File: src/rtl/uart_rx.sv
// rtl/uart_rx.sv - 8N1 UART receiver with mid-bit sampling and framing-error detection
module uart_rx #(
    parameter int CLK_FREQ  = 50000000,
    parameter int BAUD_RATE = 115200
) (
    input  logic       clk,
    input  logic       rst_n,
    input  logic       rx_line,
    output logic [7:0] rx_data,
    output logic       rx_valid,
    output logic       rx_frame_err,
    output logic       rx_busy
);

    localparam int CLK_PER_BIT = CLK_FREQ / BAUD_RATE;
    localparam int HALF_BIT    = CLK_PER_BIT / 2;
    localparam logic [15:0] BIT_LAST  = 16'(CLK_PER_BIT - 1);
    localparam logic [15:0] HALF_LAST = 16'(HALF_BIT - 1);

    generate
        if (CLK_PER_BIT < 4 || CLK_PER_BIT > 65535) begin : g_bad_rate
            $error("uart_rx: CLK_PER_BIT out of range 4..65535");
        end
    endgenerate

    typedef enum logic [2:0] {
        S_IDLE,
        S_START,
        S_DATA,
        S_STOP,
        S_WAIT_HIGH
    } state_t;

    state_t      state, state_next;
    logic [1:0]  sync_ff;
    logic        rx_sync;
    logic [15:0] clk_cnt, clk_cnt_next;
    logic [2:0]  bit_idx, bit_idx_next;
    logic [7:0]  shift_reg, shift_next;
    logic [7:0]  data_next;
    logic        valid_next, err_next;

    assign rx_sync = sync_ff[1];
    assign rx_busy = (state != S_IDLE);

    // Synchronizer resets to the idle-high line level so reset never looks like a start bit
    always_ff @(posedge clk or negedge rst_n) begin
        if (!rst_n) begin
            sync_ff <= 2'b11;
        end else begin
            sync_ff <= {sync_ff[0], rx_line};
        end
    end

    always_ff @(posedge clk or negedge rst_n) begin
        if (!rst_n) begin
            state        <= S_IDLE;
            clk_cnt      <= 16'd0;
            bit_idx      <= 3'd0;
            shift_reg    <= 8'd0;
            rx_data      <= 8'd0;
            rx_valid     <= 1'b0;
            rx_frame_err <= 1'b0;
        end else begin
            state        <= state_next;
            clk_cnt      <= clk_cnt_next;
            bit_idx      <= bit_idx_next;
            shift_reg    <= shift_next;
            rx_data      <= data_next;
            rx_valid     <= valid_next;
            rx_frame_err <= err_next;
        end
    end

    always_comb begin
        state_next   = state;
        clk_cnt_next = clk_cnt + 16'd1;
        bit_idx_next = bit_idx;
        shift_next   = shift_reg;
        data_next    = rx_data;
        valid_next   = 1'b0;
        err_next     = 1'b0;

        case (state)
            S_IDLE: begin
                clk_cnt_next = 16'd0;
                if (!rx_sync) begin
                    state_next = S_START;
                end
            end

            S_START: begin
                if (clk_cnt == HALF_LAST) begin
                    clk_cnt_next = 16'd0;
                    bit_idx_next = 3'd0;
                    // A line already back high at mid start bit is treated as noise
                    state_next   = rx_sync ? S_IDLE : S_DATA;
                end
            end

            S_DATA: begin
                if (clk_cnt == BIT_LAST) begin
                    clk_cnt_next = 16'd0;
                    shift_next   = {rx_sync, shift_reg[7:1]};
                    bit_idx_next = bit_idx + 3'd1;
                    if (bit_idx == 3'd7) begin
                        state_next = S_STOP;
                    end
                end
            end

            S_STOP: begin
                if (clk_cnt == BIT_LAST) begin
                    clk_cnt_next = 16'd0;
                    if (rx_sync) begin
                        data_next  = shift_reg;
                        valid_next = 1'b1;
                        state_next = S_IDLE;
                    end else begin
                        err_next   = 1'b1;
                        state_next = S_WAIT_HIGH;
                    end
                end
            end

            S_WAIT_HIGH: begin
                // Stay here through a break so a held-low line cannot retrigger reception
                clk_cnt_next = 16'd0;
                if (rx_sync) begin
                    state_next = S_IDLE;
                end
            end

            default: begin
                clk_cnt_next = 16'd0;
                state_next   = S_IDLE;
            end
        endcase
    end

endmodule
File: config.mk
export PLATFORM = sky130hd
export DESIGN_NAME = uart_rx
export DESIGN_NICKNAME = d
export VERILOG_FILES = /design/src/rtl/uart_rx.sv
export SDC_FILE = /design/constraint.sdc
export NUM_CORES = 1
export LEC_CHECK = 0
export CAP_MARGIN = 30
export CORE_MARGIN = 4
export CORE_UTILIZATION = 60
export DETAILED_ROUTE_END_ITERATION = 16
export GPL_ROUTABILITY_DRIVEN = 0
export GPL_TIMING_DRIVEN = 1
export PLACE_DENSITY = 0.8
export SYNTH_ARGS = -nofsm -noshare
export SYNTH_HDL_FRONTEND = slang
export SYNTH_SLANG_ARGS = --single-unit
File: constraint.sdc
create_clock -name clk -period 3.8 [get_ports clk]
set_clock_uncertainty 0.15 [all_clocks]
set_input_delay 0.38 -clock clk [delete_from_list [all_inputs] [get_ports clk]]
set_output_delay 0.38 -clock clk [all_outputs]
set_load 0.1 [all_outputs]
Word-level counts from Yosys, hierarchy flattened. Index checks and enable logic that the tools add are counted.

Register bits after elaboration: 42. Input bits: 3. Logic and storage cells: 52.

Add/sub/neg operators: 2. Eq/ne operators: 13. Multiplexer cells: 21. Reductions and logical operators: 8.

Operators by type and width (number): $mux 16 (2); $pmux 16 s2 (1); $mux 3 (9); $add 16x1->16 const B (1); $eq 16x8->1 const B (1); $eq 16x9->1 const B (1); $pmux 3 s5 (1); $ne 2x2->1 const B (6); $eq 3x2->1 const B (2); $eq 3x3->1 const B (2); $mux 1 (6); $pmux 3 s2 (1); $reduce_and 3->1 (2); $reduce_and 6->1 (1); $add 3x1->3 const B (1); $eq 3x1->1 const B (1); $logic_not 3->1 (1); $reduce_bool 3->1 (1); $mux 2 (1); $reduce_and 2->1 (1); $reduce_bool 2->1 (1); $reduce_or 2->1 (1).

Longest topological paths before layout.
Depth in word-level cells: 4. Gate-level depth with buffers: 8. Depth with buffers taken out: 6.

Worst setup path before layout. OpenSTA, ideal clock, no wires.

Path type: reg2reg. Start: register clk_cnt[1]. End: register rx_data[0]. Setup time: 0.126 ns. Arrival: 1.732 ns. Required time: 3.524 ns. Setup slack: 1.792 ns. Stages on the path, launching flop included: 9. Period minus slack after synthesis: 2.008 ns. Cell sequence: dfrtp_1 > inv_1 > ha_1 > nor4bb_1 > and4_1 > buf_6 > and3_4 > buf_12 > mux2_4.

Word-level cells in the longest chain between the ends: 2.

RTL lines: start, declared (line 37) `logic [15:0] clk_cnt, clk_cnt_next;`; start signal, assigned (line 66) `clk_cnt <= clk_cnt_next;`; $eq 16x9->1 (line 113) `if (clk_cnt == BIT_LAST) begin`; $reduce_and 3->1 (no line); end signal, assigned (line 69) `rx_data <= data_next;`; end, declared (line 9) `output logic [7:0] rx_data,`.

No other way between the ends. A chain may end at the register's enable or synchronous reset.

Final worst setup path.
Start: register state[2]. End: output rx_busy.

Word-level cells in the longest chain between the ends: 1.

RTL lines: start, declared (line 34) `state_t state, state_next;`; start signal, assigned (line 65) `state <= state_next;`; $reduce_bool 3->1 (line 44) `assign rx_busy = (state != S_IDLE);`; end, declared (line 12) `output logic rx_busy`.

No other way between the ends.

==> impl_metrics.csv <==
group,metric,value,unit
outcome,run_status,"finished with violations",
outcome,violations,"hold timing",
global_routing,grt_overflow_total,0,
layout,final_cell_mix,"40 x dfrtp_1, 20 x nor2_1, 12 x clkdlybuf4s50_1, 9 x xnor2_1, 9 x mux2_2",
timing,drv_slew,0,
detailed_routing,dr_wl_met2,1.70,mm
worst_setup_path,critical_path_class,"flop to output pin",
worst_setup_path,arrival,2160,ps
floorplanning,design.core.area,0.00310,mm2
detailed_routing,first_iter_violations,70,
logic_synthesis,synth_area,0.00199,mm2
timing,hold_violations,40,
detailed_routing,viasPerCell,5.46,
clocking,clk_latency,350,ps
clocking,post_cts_buffers,0,
layout,drive_above_1_share,20.1,%
logic_synthesis,ys_warn_count,0,
timing,rsz0062_at_grt,"no",
global_routing,grt_max_degree,43,
pwr,power.density,364,mW/mm2
logic_synthesis,async_flop_share,100,%
worst_setup_path,cp-end-kind,"output pin",
logic_synthesis,synth_flop_cell,"dfrtp_1",
detailed_routing,vias,1217,
logic_synthesis,syn_avg_cell_area,12.2,um2
worst_setup_path,r2r-start,"clk_cnt[1]",
pwr,cellLeakagePower,1.01,nW
layout,final_util,71.8,%
detailed_routing,remaining_drc_errors,0,
placement,port-buffer-count,13,
placement,place_hpwl,2.36,mm
worst_setup_path,timing.rr.end,"rx_data[3]",
logic_synthesis,synth.distinct_cells,43,
worst_setup_path,crit_path_max_incr_delay,970,ps
worst_setup_path,ff2ff_setup_slack,1420,ps
detailed_routing,drt_pre_antenna_iters,4,
global_routing,track_usage,18.9,%
worst_setup_path,slowest_stage,"clkdlybuf4s50_1",
clocking,clockRootBuffer,"clkbuf_4",
floorplanning,die_area,0.00429,mm2
job,max-cap-violations,0,
worst_setup_path,crit_start,"state[2]",
clocking,tritoncts,"built",
timing,relSlewSlack,34.9,%
layout,largest_reg_flops,16,
timing,hold_ws,-20.3,ps
timing,period_needed,2690,ps
logic_synthesis,synth_nets,171,
layout,final_nets,186,
worst_setup_path,r2r_cells,6,
logic_synthesis,ys_ff_latch,42,
detailed_routing,antenna_left,0,
hold_path,worst_hold_path_type,"input pin to asynchronous set/reset pin",
clocking,clock-sinks,42,
floorplanning,die_w,65.5,um
floorplanning,die_y,65.5,um
global_routing,grt_pass1_wl,6.11,mm
detailed_routing,topRoutingLayerUsed,"met4",
logic_synthesis,ys_seq_area_share,53.1,%
floorplanning,num_io_pins,14,
worst_setup_path,critPathRequiredTime,3270,ps
layout,final_common_cell,"dfrtp_1",
logic_synthesis,synth-edff-count,0,
worst_setup_path,cp_max_fo,7,
worst_setup_path,crit_path_cell_trace,"or3_1, clkdlybuf4s50_1",
global_routing,grt_pass1_vias,1324,
clocking,clkTransAtPathRegs,130,ps
timing,timing.final.crit_share,70.9,%
pwr,ir_drop,434,uV
detailed_routing,dr_wl_met3,94,um
layout,syn_to_final_growth,12.2,%
detailed_routing,wirelength,3.30,mm
timing,tns,0,ps
worst_setup_path,start_kind,"flop",
timing,worstMarginPinSlew,973,ps
global_routing,antenna_found_initial,0,
worst_setup_path,critPathCapture,"rx_busy",
clocking,htreeDepth,2,
clocking,cts_resized,0,
clocking,cts_buffers,5,
timing,clock.fmax,371,MHz
detailed_routing,wl_per_cell,14.8,um
timing,setup_violations,0,
clocking,ctsLongestPathBuffers,2,
layout,antenna_cells,0,
detailed_routing,wl_met1,1.43,mm
clocking,ctsHoldBuffers,0,
floorplanning,rows,20,
floorplanning,initial_core_util,64.0,%
logic_synthesis,synthCells,163,
==> final cells by class <==
| class | instances | area, um2 |
|---|---|---|
| sequential | 42 | 1050 |
| fill | 240 | 875 |
| multi-input combinational | 110 | 866 |
| timing repair buffer | 13 | 125 |
| clock inverter | 3 | 68.8 |
| tap | 44 | 55.1 |
| clock buffer | 5 | 37.5 |
| inverter | 6 | 22.5 |
==> metrics by stage <==
step	hold WS (ps)	cells	power, mW	cell area [um2]	worst slack [ps]
6_report	-20.3	223	0.811	2230	1110
5_1_grt	46.8	223	0.842	2230	1030
4_1_cts	7.08	223	0.819	2230	1100
3_5_place_dp	199	215	0.469	2120	1440
3_3_place_gp	200	215	0.468	2120	1530
2_1_floorplan	-65.6	163	0.458	1990	1790
==> worst max-delay path, delay by kind of cell (launching register included) <==
kind	cells	cell delay, ps
flip-flops	1	460
buffers and inverters	1	970
AND/OR/NAND/NOR	1	380
==> metal layers <==
layer	vias up	track usage [%]
met2	18	32.7
met4	0	7.51
met1	593	22.6
li1	597	-
met3	9	4.27
met5	-	0
==> worst min path at each step <==
stage                              end  slack [ps]
after floorplan             bit_idx[0]         -70
after global placement      sync_ff[1]         200
after detailed placement    sync_ff[1]         200
after CTS                   rx_data[6]           7
after global routing        clk_cnt[8]          50
final                     shift_reg[5]         -20
==> cells in the mapped netlist (2+ instances only) <==
library cell | number | area, um2
nand2_1 | 7 | 26.3
xnor2_1 | 9 | 78.8
nor3_1 | 5 | 25.0
ha_1 | 5 | 62.6
nand3_1 | 3 | 15.0
clkbuf_1 | 2 | 7.51
nor2_1 | 20 | 75.1
and4_1 | 2 | 17.5
and2_1 | 2 | 12.5
dfrtp_1 | 40 | 1000
and3_1 | 2 | 12.5
dfstp_2 | 2 | 52.6
mux2_2 | 9 | 101
nor4bb_1 | 2 | 20.0
xor2_1 | 4 | 35.0
inv_1 | 6 | 22.5
a22o_1 | 2 | 17.5
nor2b_1 | 2 | 12.5
mux2_4 | 8 | 120
nand4_1 | 6 | 37.5
nor4_1 | 3 | 18.8
==> logic make-up (layout without fill, tap and decap cells) <==
logic type | Yosys count | in the layout | share of synthesized area [%]
muxes | 17 | 17 | 11.2
adders and majority gates | 5 | 5 | 3.15
AOI/OAI and AO/OA | 12 | 12 | 5.48
DFF | 42 | 42 | 53.1
and+or+nand+nor | 63 | 63 | 18.1
buffers and inverters | 11 | 27 | 3.34
xor gates and xnor gates | 13 | 13 | 5.73
==> where the power goes <==
part | total, mW | internal (mW) | switching (mW)
clock network | 0.352 | 0.206 | 0.146
registers | 0.450 | 0.449 | 0.000898
logic | 0.00960 | 0.00138 | 0.00823
total | 0.811 | 0.656 | 0.155
No activity file was read; power rests on OpenSTA's default activity.
